$ cat src/rtl/mem_bus_pkg.sv
// rtl/mem_bus_pkg.sv - shared types and constants for the memory bus arbiter
package mem_bus_pkg;

   // Arbiter sequencing: sample requests, own the bus, then a one-cycle gap
   typedef enum logic [1:0] {
      IDLE    = 2'd0,
      GRANT_D = 2'd1,
      GRANT_I = 2'd2,
      RELEASE = 2'd3
   } arb_state_t;

   // Word address occupies bits [19:1]; byte lanes are selected by bytesel
   localparam int MEM_ADDR_W = 19;
   localparam int MEM_DATA_W = 16;
   localparam int MEM_BSEL_W = 2;

   localparam logic OWNER_DATA  = 1'b1;
   localparam logic OWNER_FETCH = 1'b0;

endpackage

$ cat src/rtl/mem_bus_arbiter.sv
// rtl/mem_bus_arbiter.sv - two-master (data/fetch) memory bus arbiter with starvation limit
module mem_bus_arbiter
   import mem_bus_pkg::*;
#(
   parameter int STARVE_LIMIT = 4
) (
   input  logic                  clk,
   input  logic                  reset,

   input  logic [MEM_ADDR_W:1]   d_m_addr,
   input  logic [MEM_DATA_W-1:0] d_m_data_out,
   output logic [MEM_DATA_W-1:0] d_m_data_in,
   input  logic                  d_m_access,
   input  logic                  d_m_wr_en,
   input  logic [MEM_BSEL_W-1:0] d_m_bytesel,
   output logic                  d_m_ack,

   input  logic [MEM_ADDR_W:1]   i_m_addr,
   input  logic                  i_m_access,
   output logic [MEM_DATA_W-1:0] i_m_data_in,
   output logic                  i_m_ack,

   output logic [MEM_ADDR_W:1]   q_m_addr,
   output logic [MEM_DATA_W-1:0] q_m_data_out,
   input  logic [MEM_DATA_W-1:0] q_m_data_in,
   output logic                  q_m_access,
   output logic                  q_m_wr_en,
   output logic [MEM_BSEL_W-1:0] q_m_bytesel,
   input  logic                  q_m_ack,
   output logic                  q_owner
);

   // Streak is 4 bits wide, so the limit is compared in that width
   localparam logic [3:0] STREAK_LIMIT = 4'(STARVE_LIMIT);

   arb_state_t state;
   arb_state_t state_nxt;
   logic [3:0] streak;
   logic       fetch_starved;
   logic       grant_d;
   logic       grant_i;
   logic       xfer_done;

   // State register
   always_ff @(posedge clk) begin
      if (!reset) begin
         state <= IDLE;
      end else begin
         state <= state_nxt;
      end
   end

   // Next-state: grants only from IDLE, completion only while owning the bus
   always_comb begin
      state_nxt = state;
      case (state)
         IDLE: begin
            if (grant_d) begin
               state_nxt = GRANT_D;
            end else if (grant_i) begin
               state_nxt = GRANT_I;
            end
         end
         GRANT_D,
         GRANT_I: begin
            if (q_m_ack) begin
               state_nxt = RELEASE;
            end
         end
         RELEASE: begin
            state_nxt = IDLE;
         end
         default: begin
            state_nxt = IDLE;
         end
      endcase
   end

   // Grant/complete decode; data wins unless fetch has waited out the streak
   always_comb begin
      fetch_starved = i_m_access && (streak == STREAK_LIMIT);
      grant_d       = (state == IDLE) && d_m_access && !fetch_starved;
      grant_i       = (state == IDLE) && i_m_access && !grant_d;
      xfer_done     = ((state == GRANT_D) || (state == GRANT_I)) && q_m_ack;
   end

   // Count consecutive data grants taken while fetch was kept waiting
   always_ff @(posedge clk) begin
      if (!reset) begin
         streak <= 4'd0;
      end else if (grant_d) begin
         if (!i_m_access) begin
            streak <= 4'd0;
         end else if (streak != STREAK_LIMIT) begin
            streak <= streak + 4'd1;
         end
      end else if (grant_i) begin
         streak <= 4'd0;
      end
   end

   // Registered bus and port outputs: latch on grant, hold, clear on completion
   always_ff @(posedge clk) begin
      if (!reset) begin
         q_m_addr     <= '0;
         q_m_data_out <= '0;
         q_m_access   <= 1'b0;
         q_m_wr_en    <= 1'b0;
         q_m_bytesel  <= '0;
         q_owner      <= OWNER_FETCH;
         d_m_data_in  <= '0;
         i_m_data_in  <= '0;
         d_m_ack      <= 1'b0;
         i_m_ack      <= 1'b0;
      end else begin
         d_m_ack <= 1'b0;
         i_m_ack <= 1'b0;
         if (grant_d) begin
            q_m_addr     <= d_m_addr;
            q_m_data_out <= d_m_data_out;
            q_m_wr_en    <= d_m_wr_en;
            q_m_bytesel  <= d_m_bytesel;
            q_m_access   <= 1'b1;
            q_owner      <= OWNER_DATA;
         end else if (grant_i) begin
            q_m_addr     <= i_m_addr;
            q_m_data_out <= '0;
            q_m_wr_en    <= 1'b0;
            q_m_bytesel  <= 2'b11;
            q_m_access   <= 1'b1;
            q_owner      <= OWNER_FETCH;
         end else if (xfer_done) begin
            q_m_addr     <= '0;
            q_m_data_out <= '0;
            q_m_wr_en    <= 1'b0;
            q_m_bytesel  <= '0;
            q_m_access   <= 1'b0;
            // Read data is returned to the owner even for writes
            if (state == GRANT_D) begin
               d_m_data_in <= q_m_data_in;
               d_m_ack     <= 1'b1;
            end else begin
               i_m_data_in <= q_m_data_in;
               i_m_ack     <= 1'b1;
            end
         end
      end
   end

endmodule

$ cat config.mk
export PLATFORM = sky130hd
export DESIGN_NAME = mem_bus_arbiter
export DESIGN_NICKNAME = d
export VERILOG_FILES = /design/src/rtl/mem_bus_pkg.sv /design/src/rtl/mem_bus_arbiter.sv
export SDC_FILE = /design/constraint.sdc
export NUM_CORES = 1
export LEC_CHECK = 0
export ABC_AREA = 1
export BUFFER_PORTS_ARGS = -buffer_cell sky130_fd_sc_hd__clkbuf_2
export CORE_MARGIN = 5
export CORE_UTILIZATION = 38
export CTS_BUF_LIST = sky130_fd_sc_hd__clkbuf_4 sky130_fd_sc_hd__clkbuf_8 sky130_fd_sc_hd__clkbuf_16
export DETAILED_ROUTE_END_ITERATION = 12
export GPL_TIMING_DRIVEN = 1
export HOLD_SLACK_MARGIN = 0.12
export PLACE_DENSITY = 0.67
export REMOVE_ABC_BUFFERS = 1
export SLEW_MARGIN = 40
export SYNTH_ARGS = -nofsm -noshare
export SYNTH_HDL_FRONTEND = slang
export SYNTH_SLANG_ARGS = --single-unit
$ cat constraint.sdc
create_clock -name clk -period 2.13 [get_ports clk]
set_input_delay 0.213 -clock clk [delete_from_list [all_inputs] [get_ports clk]]
set_output_delay 0.213 -clock clk [all_outputs]
set_load 0.05 [all_outputs]
==> results.yml <==
clock_tree:
  cts_tree: "done"
  worstSkewPairLatency_ns: 0.34
  cts_made_buffers: 9
  clk_pin_slew_ns: 0.08
  htree_levels: 3
  cts-root-buf: "clkbuf_8"
  cts_buffer_depth: 2
  cts.sinks: 80
  post-cts-setup-buffers: 0
routing:
  vias: 3595
  ant_nets: 0
  vias_per_cell: 4.79
  drt_wl_total_mm: 9.96
  post_drt_wl_per_cell_um: 13.3
  drc: 0
  drtPass1Iterations: 6
  drtIter0Drc: 115
worst_hold_path:
  hold_path_class: "input pin to flop"
synth:
  synthTopCellsByCount: "106 x nand2_1, 80 x dfxtp_1, 59 x a21oi_1, 49 x nand3_1, 39 x inv_1"
  synth-seq-area-share_pct: 48.3
  synth_edf_count: 0
  synth.most_common_cell: "nand2_1"
  synth_top_area_cell: "dfxtp_1"
  netlist_area_um2: 3320
  yosysWarnings: 0
  ys_ff_latch: 80
  syn_inst: 450
  avgSynthCellArea_um2: 7.37
  yosys-top-cells-area: "dfxtp_1 48%, nand2_1 12%, a21oi_1 8.9%, nand3_1 7.4%, o21ai_0 4.8%"
  async_flop_share_pct: 0
  ys_types: 20
  yosys.area.top_type_share_pct: 48.3
  synth_ff_type: "dfxtp_1"
place:
  io_buffers: 151
  placed_area_um2: 4110
  place_congestion: 0.793
  dp.final_hpwl_mm: 6.92
  dp.cells: 690
global_route:
  grtUsageTotal_pct: 18.2
  grt_pass1_wl_mm: 15.6
  grt_pass1_vias: 3356
  grtUsageMet2_pct: 29.8
  grtUsageMet3_pct: 6.37
  grt-ovfl-total: 0
  grt_max_degree: 42
  grt_use_met1_pct: 22.8
  antenna_found_initial: 0
  globalRoute.busiestLayer: "met2"
floorplan:
  dieArea_um2: 10700
  ios: 152
  fp.coreArea_um2: 8590
  dieWidth_um: 103
  start_util_pct: 38.6
  rows: 34
  die_h_um: 103
power:
  p_comb_share_pct: 47.3
  p_switching_mw: 3.05
  power-per-cell-area_nw_per_um2: 1320
  p_int_mw: 3.28
  pwr-share-seq_pct: 32.6
  p_leak_nw: 2.34
  netSwitchingFraction_pct: 48.2
  vdd_drop_max_mv: 0.895
  clkPwrFrac_pct: 20.1
layout:
  fin_nets: 721
  antenna_cells: 0
  fillers: 789
  fin_util_pct: 55.7
  final_cell_area_um2: 4790
  drive_above_1_share_pct: 28.6
  stdcell_count: 751
  syn2layout_area_growth_pct: 44.4
sta:
  setup_viol: 0
  rsz0062_at_grt: "false"
  hold_viol_final: 0
  timing.final.crit_share_pct: 82.8
  min_period_ns: 1.76
  drv_slew: 0
  final.setup.tns_ns: 0
  maxSlewHeadroom_pct: 71.7
  fin_skew_ns: 0.00893
  fmax_mhz: 567
  tightest_slew_ns: 0.425
worst_setup_path:
  critPathKind: "flop to flop"
  required_ns: 2.40
  crit_arrival_ns: 2.03
  critPathCaptureType: "flop"
  critPathMaxFanout: 18
  crit_path_start_kind: "flop"
job:
  cap_violations: 0
outcome:
  status: "completed"
-- through the flow --
stage	power (mW)	setup WS [ns]	hold WS (ns)
floorplan	4.24	0.245	0.311
global placement	4.98	0.448	0.448
detailed placement	5.01	0.369	0.452
CTS	6.36	0.347	0.121
global route	6.71	0.142	0.120
finish	6.33	0.367	0.135
-- state kept, by name (all words and copies together), names as in the netlist --
signal        flops
q_m_data_out     16
d_m_data_in      16
i_m_data_in      16
q_m_bytesel       2
q_m_wr_en         1
q_owner           1
state             2
d_m_ack           1
streak            4
q_m_access        1
q_m_addr         19
i_m_ack           1
-- layer usage --
layer  part of all wire, %  up-vias
li1                      -     1821
met1                    43     1597
met2                    45      164
met3                    10       13
met4                   1.1        0
met5                     0        -
-- cell families after synthesis --
kind of cell,share of synthesized area (%)
adder cells (fa/ha/maj),1.89
flip-flops,48.3
AO/OA/AOI/OAI,15.0
AND/OR/NAND/NOR,25.0
buffers and inverters,9.35
XOR/XNOR,0.528
-- layout make-up --
type / count / area (um2) / area share [%]
Sequential cell: 80 / 1600 / 33.4
Multi-Input combinational cell: 301 / 1410 / 29.3
Timing Repair Buffer: 203 / 1260 / 26.3
Inverter: 43 / 161 / 3.37
Tap cell: 108 / 135 / 2.82
Clock buffer: 9 / 124 / 2.59
Clock inverter: 7 / 103 / 2.14
-- cell usage in the layout (no fill, tap or decap), types with 5 or more instances in the layout --
cell type,count
nand3_1,49
clkbuf_8,9
a21oi_1,59
dlygate4sd3_1,45
clkbuf_2,151
ha_1,5
nor2_1,36
o21ai_1,5
inv_1,39
o21ai_0,32
dfxtp_1,80
nand2_1,106
buf_4,7
-- what timing repair did --
item | in CTS | in global routing
endpoints found under the hold margin | 45 | 0
gates resized for setup | 0 | 0
hold buffers | 45 | 0
-- power by group through the flow --
stage | clock (mW) | sequential (mW) | combinational, mW
global placement | 0 | 2.08 | 2.90
CTS | 1.30 | 2.06 | 3.00
detailed placement | 0 | 2.08 | 2.93
global route | 1.37 | 2.10 | 3.23
finish | 1.27 | 2.06 | 2.99
floorplan | 0 | 3.25 | 0.991
-- worst paths after layout --
check,depth (start not counted),slack (ns),end,startpoint
max,8,0.37,i_m_data_in[4]$_SDFFE_PN0P_,state[0]$_SDFFE_PN0P_
min,3,0.14,q_m_addr[7]$_SDFFE_PN0P_,i_m_addr[7]
max reg2reg,8,0.37,i_m_data_in[4]$_SDFFE_PN0P_,state[0]$_SDFFE_PN0P_
min reg2reg,2,0.47,q_m_data_out[4]$_SDFFE_PN0P_,q_m_data_out[4]$_SDFFE_PN0P_
-- worst max-delay path, stage by stage (launching register included) --
cell	delay, ns
dfxtp_1	0.34
inv_1	0.07
ha_1	0.29
nand2_1	0.13
inv_1	0.13
nand3_4	0.20
inv_2	0.29
nand2_1	0.09
a21oi_1	0.14
Note: power is estimated with default switching activity, not from simulation.
